`config.mk`:
```
export PLATFORM = sky130hd
export DESIGN_NAME = pipe_hazard_ctrl_flat
export DESIGN_NICKNAME = d
export VERILOG_FILES = /design/src/rtl/pipe_hazard_ctrl_pkg.sv /design/src/rtl/pipe_hazard_ctrl_if.sv /design/src/rtl/pipe_hazard_ctrl_sat_counter.sv /design/src/rtl/pipe_hazard_ctrl.sv /design/src/flat_wrapper.sv
export SDC_FILE = /design/constraint.sdc
export NUM_CORES = 1
export LEC_CHECK = 0
export BUFFER_PORTS_ARGS = -buffer_cell sky130_fd_sc_hd__buf_4
export CAP_MARGIN = 20
export CORE_AREA = 2 2 87 89
export DETAILED_ROUTE_END_ITERATION = 6
export DIE_AREA = 0 0 89 91
export GPL_ROUTABILITY_DRIVEN = 0
export GPL_TIMING_DRIVEN = 0
export PLACE_DENSITY = 0.8
export SLEW_MARGIN = 20
export SYNTH_ARGS = -nofsm -noshare
export SYNTH_HDL_FRONTEND = slang
export SYNTH_SLANG_ARGS = --single-unit
```
`constraint.sdc`:
```
create_clock -name clk -period 5.7 [get_ports clk]
set_clock_uncertainty 0.2 [all_clocks]
set_input_delay 0.285 -clock clk [delete_from_list [all_inputs] [get_ports clk]]
set_output_delay 0.285 -clock clk [all_outputs]
set_load 0.01 [all_outputs]
```
`src/rtl/pipe_hazard_ctrl_pkg.sv`:
```
// Shared definitions for the pipeline hazard controller: FSM state encoding,
// the default memory timeout and the control-output bundle with its presets.
package pipe_hazard_ctrl_pkg;

  localparam int DEFAULT_MEM_TIMEOUT = 255;

  typedef enum logic [1:0] {
    ST_RUN      = 2'd0,
    ST_MEM_WAIT = 2'd1,
    ST_ERROR    = 2'd2
  } ctrl_state_e;

  typedef struct packed {
    logic stall_fd;
    logic stall_dx;
    logic bubble_dx;
    logic flush_fd;
    logic flush_dx;
    logic pc_en;
  } ctrl_out_t;

  // Pipeline advances freely.
  localparam ctrl_out_t CTRL_IDLE = '{stall_fd: 1'b0, stall_dx: 1'b0, bubble_dx: 1'b0,
                                      flush_fd: 1'b0, flush_dx: 1'b0, pc_en: 1'b1};
  // FD and DX frozen, PC held.
  localparam ctrl_out_t CTRL_HOLD = '{stall_fd: 1'b1, stall_dx: 1'b1, bubble_dx: 1'b0,
                                      flush_fd: 1'b0, flush_dx: 1'b0, pc_en: 1'b0};

  // Outputs when no memory wait is pending: a taken branch squashes the
  // younger instructions (which also removes any load-use dependency),
  // otherwise a load-use hazard holds FD for one cycle and injects a NOP.
  function automatic ctrl_out_t run_outputs(input logic branch, input logic load_use);
    ctrl_out_t o;
    o = CTRL_IDLE;
    if (branch) begin
      o.flush_fd = 1'b1;
      o.flush_dx = 1'b1;
    end else if (load_use) begin
      o.stall_fd  = 1'b1;
      o.bubble_dx = 1'b1;
      o.pc_en     = 1'b0;
    end
    return o;
  endfunction

endpackage

```
`src/rtl/pipe_hazard_ctrl_if.sv`:
```
// Signal bundle between the pipeline datapath (master) and the hazard
// controller (slave).
interface pipe_hazard_ctrl_if #(
  parameter int RF_ADDR_W = 5,
  parameter int CNT_W     = 32
);
  logic [RF_ADDR_W-1:0] rs_addr_fd;
  logic [RF_ADDR_W-1:0] rd_addr_fd;
  logic                 uses_rs_fd;
  logic                 uses_rd_fd;
  logic [RF_ADDR_W-1:0] dest_addr_dx;
  logic                 is_load_dx;
  logic                 writes_rf_dx;
  logic                 branch_taken_x;
  logic                 mem_req_m;
  logic                 mem_ack;

  logic                 stall_fd;
  logic                 stall_dx;
  logic                 bubble_dx;
  logic                 flush_fd;
  logic                 flush_dx;
  logic                 pc_en;
  logic                 mem_timeout_err;
  logic [CNT_W-1:0]     stall_count;
  logic [CNT_W-1:0]     flush_count;
  logic [1:0]           state_o;

  modport master (
    output rs_addr_fd, rd_addr_fd, uses_rs_fd, uses_rd_fd, dest_addr_dx,
           is_load_dx, writes_rf_dx, branch_taken_x, mem_req_m, mem_ack,
    input  stall_fd, stall_dx, bubble_dx, flush_fd, flush_dx, pc_en,
           mem_timeout_err, stall_count, flush_count, state_o
  );

  modport slave (
    input  rs_addr_fd, rd_addr_fd, uses_rs_fd, uses_rd_fd, dest_addr_dx,
           is_load_dx, writes_rf_dx, branch_taken_x, mem_req_m, mem_ack,
    output stall_fd, stall_dx, bubble_dx, flush_fd, flush_dx, pc_en,
           mem_timeout_err, stall_count, flush_count, state_o
  );
endinterface

```
`src/rtl/pipe_hazard_ctrl_sat_counter.sv`:
```
// Saturating up-counter used for the hazard performance counters.
module sat_counter #(
  parameter int W = 32
) (
  input  logic         clk,
  input  logic         rst_n,
  input  logic         inc,
  output logic [W-1:0] count
);

  // Count enabled events, sticking at all-ones instead of wrapping.
  always_ff @(posedge clk or negedge rst_n) begin
    // NOTE: state registers use non-blocking assignment so every flop samples
    // pre-edge values regardless of process evaluation order.
    if (!rst_n) begin
      count <= '0;
    end else if (inc && (count != {W{1'b1}})) begin
      count <= count + W'(1);
    end
  end

endmodule

```
`src/rtl/pipe_hazard_ctrl.sv`:
```
// Pipeline hazard controller: resolves memory waits, taken branches and
// load-use hazards into stall/flush/bubble controls, detects memory timeouts
// and counts stall and flush cycles.
module pipe_hazard_ctrl
  import pipe_hazard_ctrl_pkg::*;
#(
  parameter int RF_ADDR_W   = 5,
  parameter int MEM_TIMEOUT = DEFAULT_MEM_TIMEOUT,
  parameter int CNT_W       = 32
) (
  input  logic               clk,
  input  logic               rst_n,
  pipe_hazard_ctrl_if.slave  bus
);

  localparam int WAIT_W = (MEM_TIMEOUT > 1) ? $clog2(MEM_TIMEOUT) : 1;
  localparam logic [WAIT_W-1:0] WAIT_LAST = WAIT_W'(MEM_TIMEOUT - 1);

  ctrl_state_e       state_q, state_d;
  logic [WAIT_W-1:0] wait_q, wait_d;
  logic              err_q;
  ctrl_out_t         ctl;
  logic              load_use;
  logic              mem_wait;

  // Register 0 is hard-wired, so a load targeting it never creates a hazard.
  assign load_use = bus.is_load_dx && bus.writes_rf_dx && (bus.dest_addr_dx != '0) &&
                    ((bus.uses_rs_fd && (bus.rs_addr_fd == bus.dest_addr_dx)) ||
                     (bus.uses_rd_fd && (bus.rd_addr_fd == bus.dest_addr_dx)));

  assign mem_wait = bus.mem_req_m && !bus.mem_ack;

  // Next-state and Mealy outputs; reset forces a frozen pipeline.
  always_comb begin
    // NOTE: every signal assigned here gets a default first so no path can
    // leave it unassigned and infer a latch.
    state_d = state_q;
    wait_d  = wait_q;
    ctl     = CTRL_IDLE;
    unique case (state_q)
      ST_RUN: begin
        if (mem_wait) begin
          ctl     = CTRL_HOLD;
          state_d = ST_MEM_WAIT;
          wait_d  = '0;
        end else begin
          ctl = run_outputs(bus.branch_taken_x, load_use);
        end
      end
      ST_MEM_WAIT: begin
        if (bus.mem_ack) begin
          // Ack wins over a coinciding timeout; the pipeline resumes this cycle.
          ctl     = run_outputs(bus.branch_taken_x, load_use);
          state_d = ST_RUN;
          wait_d  = '0;
        end else begin
          // A taken branch is held by the frozen pipeline and acted on later.
          ctl = CTRL_HOLD;
          if (wait_q == WAIT_LAST) begin
            state_d = ST_ERROR;
            wait_d  = '0;
          end else begin
            wait_d = wait_q + WAIT_W'(1);
          end
        end
      end
      ST_ERROR: begin
        ctl = CTRL_HOLD;
      end
      default: begin
        ctl     = CTRL_HOLD;
        state_d = ST_RUN;
        wait_d  = '0;
      end
    endcase
    if (!rst_n) begin
      ctl = CTRL_HOLD;
    end
  end

  // State, wait counter and sticky timeout flag.
  always_ff @(posedge clk or negedge rst_n) begin
    if (!rst_n) begin
      state_q <= ST_RUN;
      wait_q  <= '0;
      err_q   <= 1'b0;
    end else begin
      state_q <= state_d;
      wait_q  <= wait_d;
      err_q   <= err_q || (state_d == ST_ERROR);
    end
  end

  sat_counter #(.W(CNT_W)) u_stall_cnt (
    .clk   (clk),
    .rst_n (rst_n),
    .inc   (ctl.stall_fd || ctl.bubble_dx),
    .count (bus.stall_count)
  );

  sat_counter #(.W(CNT_W)) u_flush_cnt (
    .clk   (clk),
    .rst_n (rst_n),
    .inc   (ctl.flush_fd),
    .count (bus.flush_count)
  );

  assign bus.stall_fd        = ctl.stall_fd;
  assign bus.stall_dx        = ctl.stall_dx;
  assign bus.bubble_dx       = ctl.bubble_dx;
  assign bus.flush_fd        = ctl.flush_fd;
  assign bus.flush_dx        = ctl.flush_dx;
  assign bus.pc_en           = ctl.pc_en;
  assign bus.mem_timeout_err = err_q;
  assign bus.state_o         = state_q;

endmodule

```
`src/flat_wrapper.sv`:
```
// flat-port wrapper written by rule: the top's interface ports become plain ports
module pipe_hazard_ctrl_flat import pipe_hazard_ctrl_pkg::*;
#(
  parameter int RF_ADDR_W   = 5,
  parameter int MEM_TIMEOUT = DEFAULT_MEM_TIMEOUT,
  parameter int CNT_W       = 32
)
  (clk, rst_n, bus_rs_addr_fd, bus_rd_addr_fd, bus_uses_rs_fd, bus_uses_rd_fd, bus_dest_addr_dx, bus_is_load_dx, bus_writes_rf_dx, bus_branch_taken_x, bus_mem_req_m, bus_mem_ack, bus_stall_fd, bus_stall_dx, bus_bubble_dx, bus_flush_fd, bus_flush_dx, bus_pc_en, bus_mem_timeout_err, bus_stall_count, bus_flush_count, bus_state_o);
  pipe_hazard_ctrl_if #(.RF_ADDR_W(RF_ADDR_W), .CNT_W(CNT_W)) bus_i ();
  input  logic clk;
  input  logic rst_n;
  input wire logic [$bits(bus_i.rs_addr_fd)-1:0] bus_rs_addr_fd;
  input wire logic [$bits(bus_i.rd_addr_fd)-1:0] bus_rd_addr_fd;
  input wire logic [$bits(bus_i.uses_rs_fd)-1:0] bus_uses_rs_fd;
  input wire logic [$bits(bus_i.uses_rd_fd)-1:0] bus_uses_rd_fd;
  input wire logic [$bits(bus_i.dest_addr_dx)-1:0] bus_dest_addr_dx;
  input wire logic [$bits(bus_i.is_load_dx)-1:0] bus_is_load_dx;
  input wire logic [$bits(bus_i.writes_rf_dx)-1:0] bus_writes_rf_dx;
  input wire logic [$bits(bus_i.branch_taken_x)-1:0] bus_branch_taken_x;
  input wire logic [$bits(bus_i.mem_req_m)-1:0] bus_mem_req_m;
  input wire logic [$bits(bus_i.mem_ack)-1:0] bus_mem_ack;
  output wire logic [$bits(bus_i.stall_fd)-1:0] bus_stall_fd;
  output wire logic [$bits(bus_i.stall_dx)-1:0] bus_stall_dx;
  output wire logic [$bits(bus_i.bubble_dx)-1:0] bus_bubble_dx;
  output wire logic [$bits(bus_i.flush_fd)-1:0] bus_flush_fd;
  output wire logic [$bits(bus_i.flush_dx)-1:0] bus_flush_dx;
  output wire logic [$bits(bus_i.pc_en)-1:0] bus_pc_en;
  output wire logic [$bits(bus_i.mem_timeout_err)-1:0] bus_mem_timeout_err;
  output wire logic [$bits(bus_i.stall_count)-1:0] bus_stall_count;
  output wire logic [$bits(bus_i.flush_count)-1:0] bus_flush_count;
  output wire logic [$bits(bus_i.state_o)-1:0] bus_state_o;
  assign bus_i.rs_addr_fd = bus_rs_addr_fd;
  assign bus_i.rd_addr_fd = bus_rd_addr_fd;
  assign bus_i.uses_rs_fd = bus_uses_rs_fd;
  assign bus_i.uses_rd_fd = bus_uses_rd_fd;
  assign bus_i.dest_addr_dx = bus_dest_addr_dx;
  assign bus_i.is_load_dx = bus_is_load_dx;
  assign bus_i.writes_rf_dx = bus_writes_rf_dx;
  assign bus_i.branch_taken_x = bus_branch_taken_x;
  assign bus_i.mem_req_m = bus_mem_req_m;
  assign bus_i.mem_ack = bus_mem_ack;
  assign bus_stall_fd = bus_i.stall_fd;
  assign bus_stall_dx = bus_i.stall_dx;
  assign bus_bubble_dx = bus_i.bubble_dx;
  assign bus_flush_fd = bus_i.flush_fd;
  assign bus_flush_dx = bus_i.flush_dx;
  assign bus_pc_en = bus_i.pc_en;
  assign bus_mem_timeout_err = bus_i.mem_timeout_err;
  assign bus_stall_count = bus_i.stall_count;
  assign bus_flush_count = bus_i.flush_count;
  assign bus_state_o = bus_i.state_o;
  pipe_hazard_ctrl #(.RF_ADDR_W(RF_ADDR_W), .MEM_TIMEOUT(MEM_TIMEOUT), .CNT_W(CNT_W)) u_core (.clk(clk), .rst_n(rst_n), .bus(bus_i));
endmodule
```
### Yosys cells after proc, flatten, opt, wreduce, memory -nomap -nowiden

Index checks and enable logic that the tools add are counted.

| word-level totals | value |
|---|---|
| register bits after elaboration | 75 |
| bits of input ports | 24 |
| output and inout port bits | 73 |
| word-level logic and storage cells | 50 |

| cells by class | value |
|---|---|
| add/subtract/negate cells | 3 |
| eq/ne operators | 9 |
| mux-type cells | 17 |
| bitwise gates (word level) | 1 |
| reductions and logical operators | 15 |

Operator list:

| kind | number |
|---|---|
| 32-bit by 1-bit adder with 32-bit output, second input constant | 2 |
| 32-bit inequality test, second input constant | 2 |
| 8-bit 2-to-1 mux | 3 |
| 8-bit one-hot mux with 3 select lines | 1 |
| 6-bit 2-to-1 mux | 3 |
| 6-bit one-hot mux with 2 select lines | 1 |
| 5-bit equality test | 2 |
| 8-bit by 1-bit adder with 8-bit output, second input constant | 1 |
| 8-bit equality test, second input constant | 1 |
| 1-bit logical AND | 8 |
| 2-bit 2-to-1 mux | 4 |
| 2-bit one-hot mux with 3 select lines | 1 |
| 5-bit nonzero test | 1 |
| 2-bit equality test, second input constant | 2 |
| 1-bit 2-to-1 mux | 4 |
| 1-bit logical OR | 3 |
| 2-bit by 1-bit equality test with 1-bit output, second input constant | 1 |
| 2-bit logical NOT | 1 |
| 2-bit by 1-bit inequality test with 1-bit output, second input constant | 1 |
| 2-bit AND reduction | 1 |
| 1-bit logical NOT | 1 |
| 1-bit inverter | 1 |

### Depth between registers and ports, before layout

| depth | value |
|---|---|
| word-level depth | 11 |
| gate-level depth with buffers | 9 |
| mapped depth without buffers | 8 |

### By module

Synthesis repeated with hierarchy kept, for this count alone.

| second synthesis, totals | value |
|---|---|
| cell total of the unflattened synthesis | 385 |
| area, all modules | 3991.3 um^2 |

Modules (own cells, without submodules):

| module | instances | cells an instance | area an instance (um^2) | sequential area each (um^2) |
|---|---|---|---|---|
| sat_counter | 2 | 151 | 1624.1 | 800.8 |
| pipe_hazard_ctrl | 1 | 83 | 743.2 | 275.3 |

### Worst setup path before layout

OpenSTA, ideal clock, no wires.

| timing | value |
|---|---|
| kind | register to register |
| start | register u_core.u_stall_cnt.count[0] |
| end | register u_core.u_stall_cnt.count[1] |
| setup time | 128 ps |
| data arrival time | 1991 ps |
| data required time | 5372 ps |
| path slack | 3381 ps |
| cell stages (with the launch flop) | 8 |
| buffers on the path | 1 |
| clock period less this slack | 2319 ps |
| cell sequence | dfrtp_1 > ha_1 > nand3_1 > nor4_1 > a32oi_2 > nand2_2 > buf_6 > mux2_1 |

| on the way | value |
|---|---|
| word-level cells in the longest chain between the ends | 2 |
| elaborated cells between the ends (all ways) | 3 |
| classes of those cells | add/sub (1); eq/ne (1); reduce/logical (1) |

RTL lines:

| what | line | source |
|---|---|---|
| from (decl) | pipe_hazard_ctrl_sat_counter.sv:8 | `output logic [W-1:0] count` |
| from (signal assigned) | pipe_hazard_ctrl_sat_counter.sv:18 | `count <= count + W'(1);` |
| branches (longest 2 deep; another with 32-bit by 1-bit adder with 32-bit output) | - |  |

Several ways; the timed one is not identified.
A chain may end at the register's enable or synchronous reset.

### Final worst setup path

| timing | value |
|---|---|
| start | input port rst_n |
| end | output port bus_stall_fd |

| on the way | value |
|---|---|
| word-level cells in the longest chain between the ends | 1 |

RTL lines:

| what | line | source |
|---|---|---|
| from (decl) | flat_wrapper.sv:11 | `input logic rst_n;` |
| 6-bit 2-to-1 mux | pipe_hazard_ctrl.sv:76 | `if (!rst_n) begin` |
| to (decl) | flat_wrapper.sv:22 | `output wire logic [$bits(bus_i.stall_fd)-1:0] bus_stall_fd;` |

Every way passes these cells.

==> flow_summary.ini <==
[timing]
drv_slew = 0
fin_crit_sh = 0.586
relSlewSlack = 0.372
setup_tns_ns = 0
grt_setup_unrepaired = no
hold_viol = 0
timing.hold.ws_ns = 0.0383
setup_viol = 0
worst_pin_slew_ns = 0.942
timing.final.crit_period_ns = 3.34
maxClockFrequency_mhz = 299

[critical_path]
path_buf_inv = 5
path_cells = dlygate4sd3_1 > buf_4 > nor2b_1 > and2_1 > inv_1 > a21oi_1 > inv_1 > buf_4
r2r_end = u_core.u_stall_cnt.count[1]$_DFFE_PN0P_
startpoint = rst_n
crit_path_max_fanout = 76
cp-start-kind = input pin
ff2ff_setup_slack_ns = 3.04
cp-endpoint = bus_stall_fd
r2r-start = u_core.u_stall_cnt.count[0]$_DFFE_PN0P_
cp.required_ns = 5.22
max_stage_delay_ns = 0.72
cp-end-kind = primary output
cp_slowest_cell = buf_4
critical_path_class = input pin to primary output
path_delay_family = buffers and inverters
arrival_ns = 2.86
crit_cells = 8
reg2reg_depth = 7

[floorplanning]
rows = 31
start_util = 0.534
ios = 97
core_area_um2 = 7140
die_w_um = 89
die_h_um = 91
die_area_um2 = 8100

[synth]
synthDistinctLibCells = 46
syn_inst = 371
yosys_most_used_dff = dfrtp_1
syn_nets = 399
syn_area_um2 = 3810
synthArstFlopShare = 1.00
synth_seq_area_share = 0.492
synth_edf_count = 0
yosysMostFrequentCell = dfrtp_1
synthTopCellsByCount = dfrtp_1 (75), xor2_1 (39), xnor2_1 (34), nor2_1 (32), nand3_1 (31)
synth_warnings = 0
yosysTopAreaCellShare = 0.492
synth_top_cell_by_area = dfrtp_1
avgSynthCellArea_um2 = 10.3
synth.area.top_cells = dfrtp_1 (49%), xor2_1 (9.0%), xnor2_1 (7.8%)
ys_seq_elements = 75

[global_routing]
overflow = 0
grt_pass1_wl_um = 14100
grt_pass1_vias = 3096
grt_start_max_net_pins = 77
grt_usage = 0.221
antenna_found_initial = 0

[layout]
area_delta_synth_final_pct = 26.9
drive_gt1_frac = 0.273
fin_nets = 507
finalCoreUtilization = 0.678
n_antenna_cell = 0

[drt]
drc = 0
dr.pass1.iters = 4
drtAntennaViolNets = 0
wl_per_cell_um = 14.9
routed_wl_um = 8700
vias = 3162
viasPerCell = 5.42
drt_iter0_markers = 190

[pwr]
power.switching_uw = 436
pwr_density_cell_nw_per_um2 = 282
p_leak_nw = 2.28
p_seq_frac = 0.506
clkPwrFrac = 0.269
p_int_uw = 929
ir_drop_mv = 0.204
p_comb_frac = 0.225
switching_share = 0.319

[run]
drv_cap = 0

[clock_tree]
post_cts_resized = 0
clock_latency_ns = 0.35
cts_tree = done
cts_root_buffer = clkbuf_8
cts.sinks = 75
cts_made_buffers = 9
cts.htree.levels = 3
clk_pin_slew_ns = 0.08
cts_buffer_depth = 2

[place]
portBuffers = 96
place_hpwl_um = 6380

[worst_hold_path]
hp-class = input pin to flip-flop

[status]
status = complete, no violations
==> worst min path at each step <==
stage,slack [ns],to,cells past startpoint,from
after floorplan,-0.21,u_core.bus.mem_timeout_err$_DFF_PN0_,0,rst_n
after global placement,0.27,u_core.wait_q[7]$_DFFE_PN0P_,1,u_core.wait_q[7]$_DFFE_PN0P_
after detailed placement,0.26,u_core.bus.mem_timeout_err$_DFF_PN0_,1,u_core.bus.mem_timeout_err$_DFF_PN0_
after CTS,0.03,u_core.bus.state_o[0]$_DFF_PN0_,4,bus_mem_ack
after global routing,0.1,u_core.bus.state_o[0]$_DFF_PN0_,4,bus_mem_ack
final,0.04,u_core.bus.state_o[0]$_DFF_PN0_,4,bus_mem_ack
==> stage by stage <==
stage / setup slack [ns] / total power, mW / std cells / area (µm²)
floorplan: 3.38 / 0.834 / 371 / 3810
global placement: 2.86 / 0.998 / 566 / 4660
detailed placement: 2.83 / 1.01 / 566 / 4660
CTS: 2.33 / 1.37 / 583 / 4840
global route: 2.09 / 1.44 / 583 / 4840
finish: 2.36 / 1.36 / 583 / 4840
==> sequential cells by signal (all words and copies together) (netlist names) <==
| name | count |
|---|---|
| u_core.bus.state_o | 2 |
| u_core.bus.mem_timeout_err | 1 |
| u_core.u_stall_cnt.count | 32 |
| u_core.wait_q | 8 |
| u_core.u_flush_cnt.count | 32 |
==> layout by cell type, fill, tap and decap left out, types with 4 or more instances in the layout <==
cell type,instances
buf_4,97
dfrtp_1,75
xor2_1,39
xnor2_1,34
nor2_1,32
nand3_1,31
nand2_1,28
inv_1,16
nand4_1,16
nor3_1,15
o21ai_0,11
and3_1,11
clkbuf_8,10
nor4_1,7
and4_1,6
ha_1,4
==> power groups by stage <==
stage               clock network [mW]  registers [mW]  logic [mW]
CTS                              0.371           0.690       0.311
global route                     0.395           0.704       0.338
finish                           0.367           0.691       0.307
floorplan                            0           0.711       0.123
detailed placement                   0           0.700       0.310
global placement                     0           0.695       0.303
==> repair_timing <==
item                                   CTS  global route
setup endpoints to repair                0             0
buffers inserted                         0             0
hold buffers                             1             0
endpoints found under the hold margin   75             0
==> worst reg2reg max path: cells and delay by family (launching register included) <==
family | cells | cell delay (ns)
AND/OR/NAND/NOR | 3 | 0.95
AO/OA/AOI/OAI | 1 | 0.27
flip-flops | 1 | 0.44
buffers and inverters | 1 | 0.16
adder cells (fa/ha/maj) | 1 | 0.21
multiplexers | 1 | 0.32
==> final cells by class <==
type / count / area [µm²]
Fill cell: 600 / 2300
Sequential cell: 75 / 1880
Multi-Input combinational cell: 275 / 1830
Timing Repair Buffer: 97 / 731
Clock buffer: 12 / 145
Tap cell: 99 / 124
Inverter: 16 / 60.1
Buffer: 5 / 45.0
Clock inverter: 4 / 26.3
==> layer usage <==
metal,up-vias,GRT usage,part of all wire
met5,-,0,0
met4,0,0.104,0.023
met3,16,0.0500,0.064
met2,105,0.354,0.48
met1,1540,0.282,0.43
li1,1501,-,-
==> cell families after synthesis <==
logic type	after synthesis	share of synthesized area
adder cells (fa/ha/maj)	4	0.0131
buffers and inverters	21	0.0276
XOR/XNOR	73	0.168
multiplexers	2	0.00689
flip-flops	75	0.492
AO/OA/AOI/OAI	27	0.0489
AND/OR/NAND/NOR	169	0.244
Power figures use the tool's default switching activity.
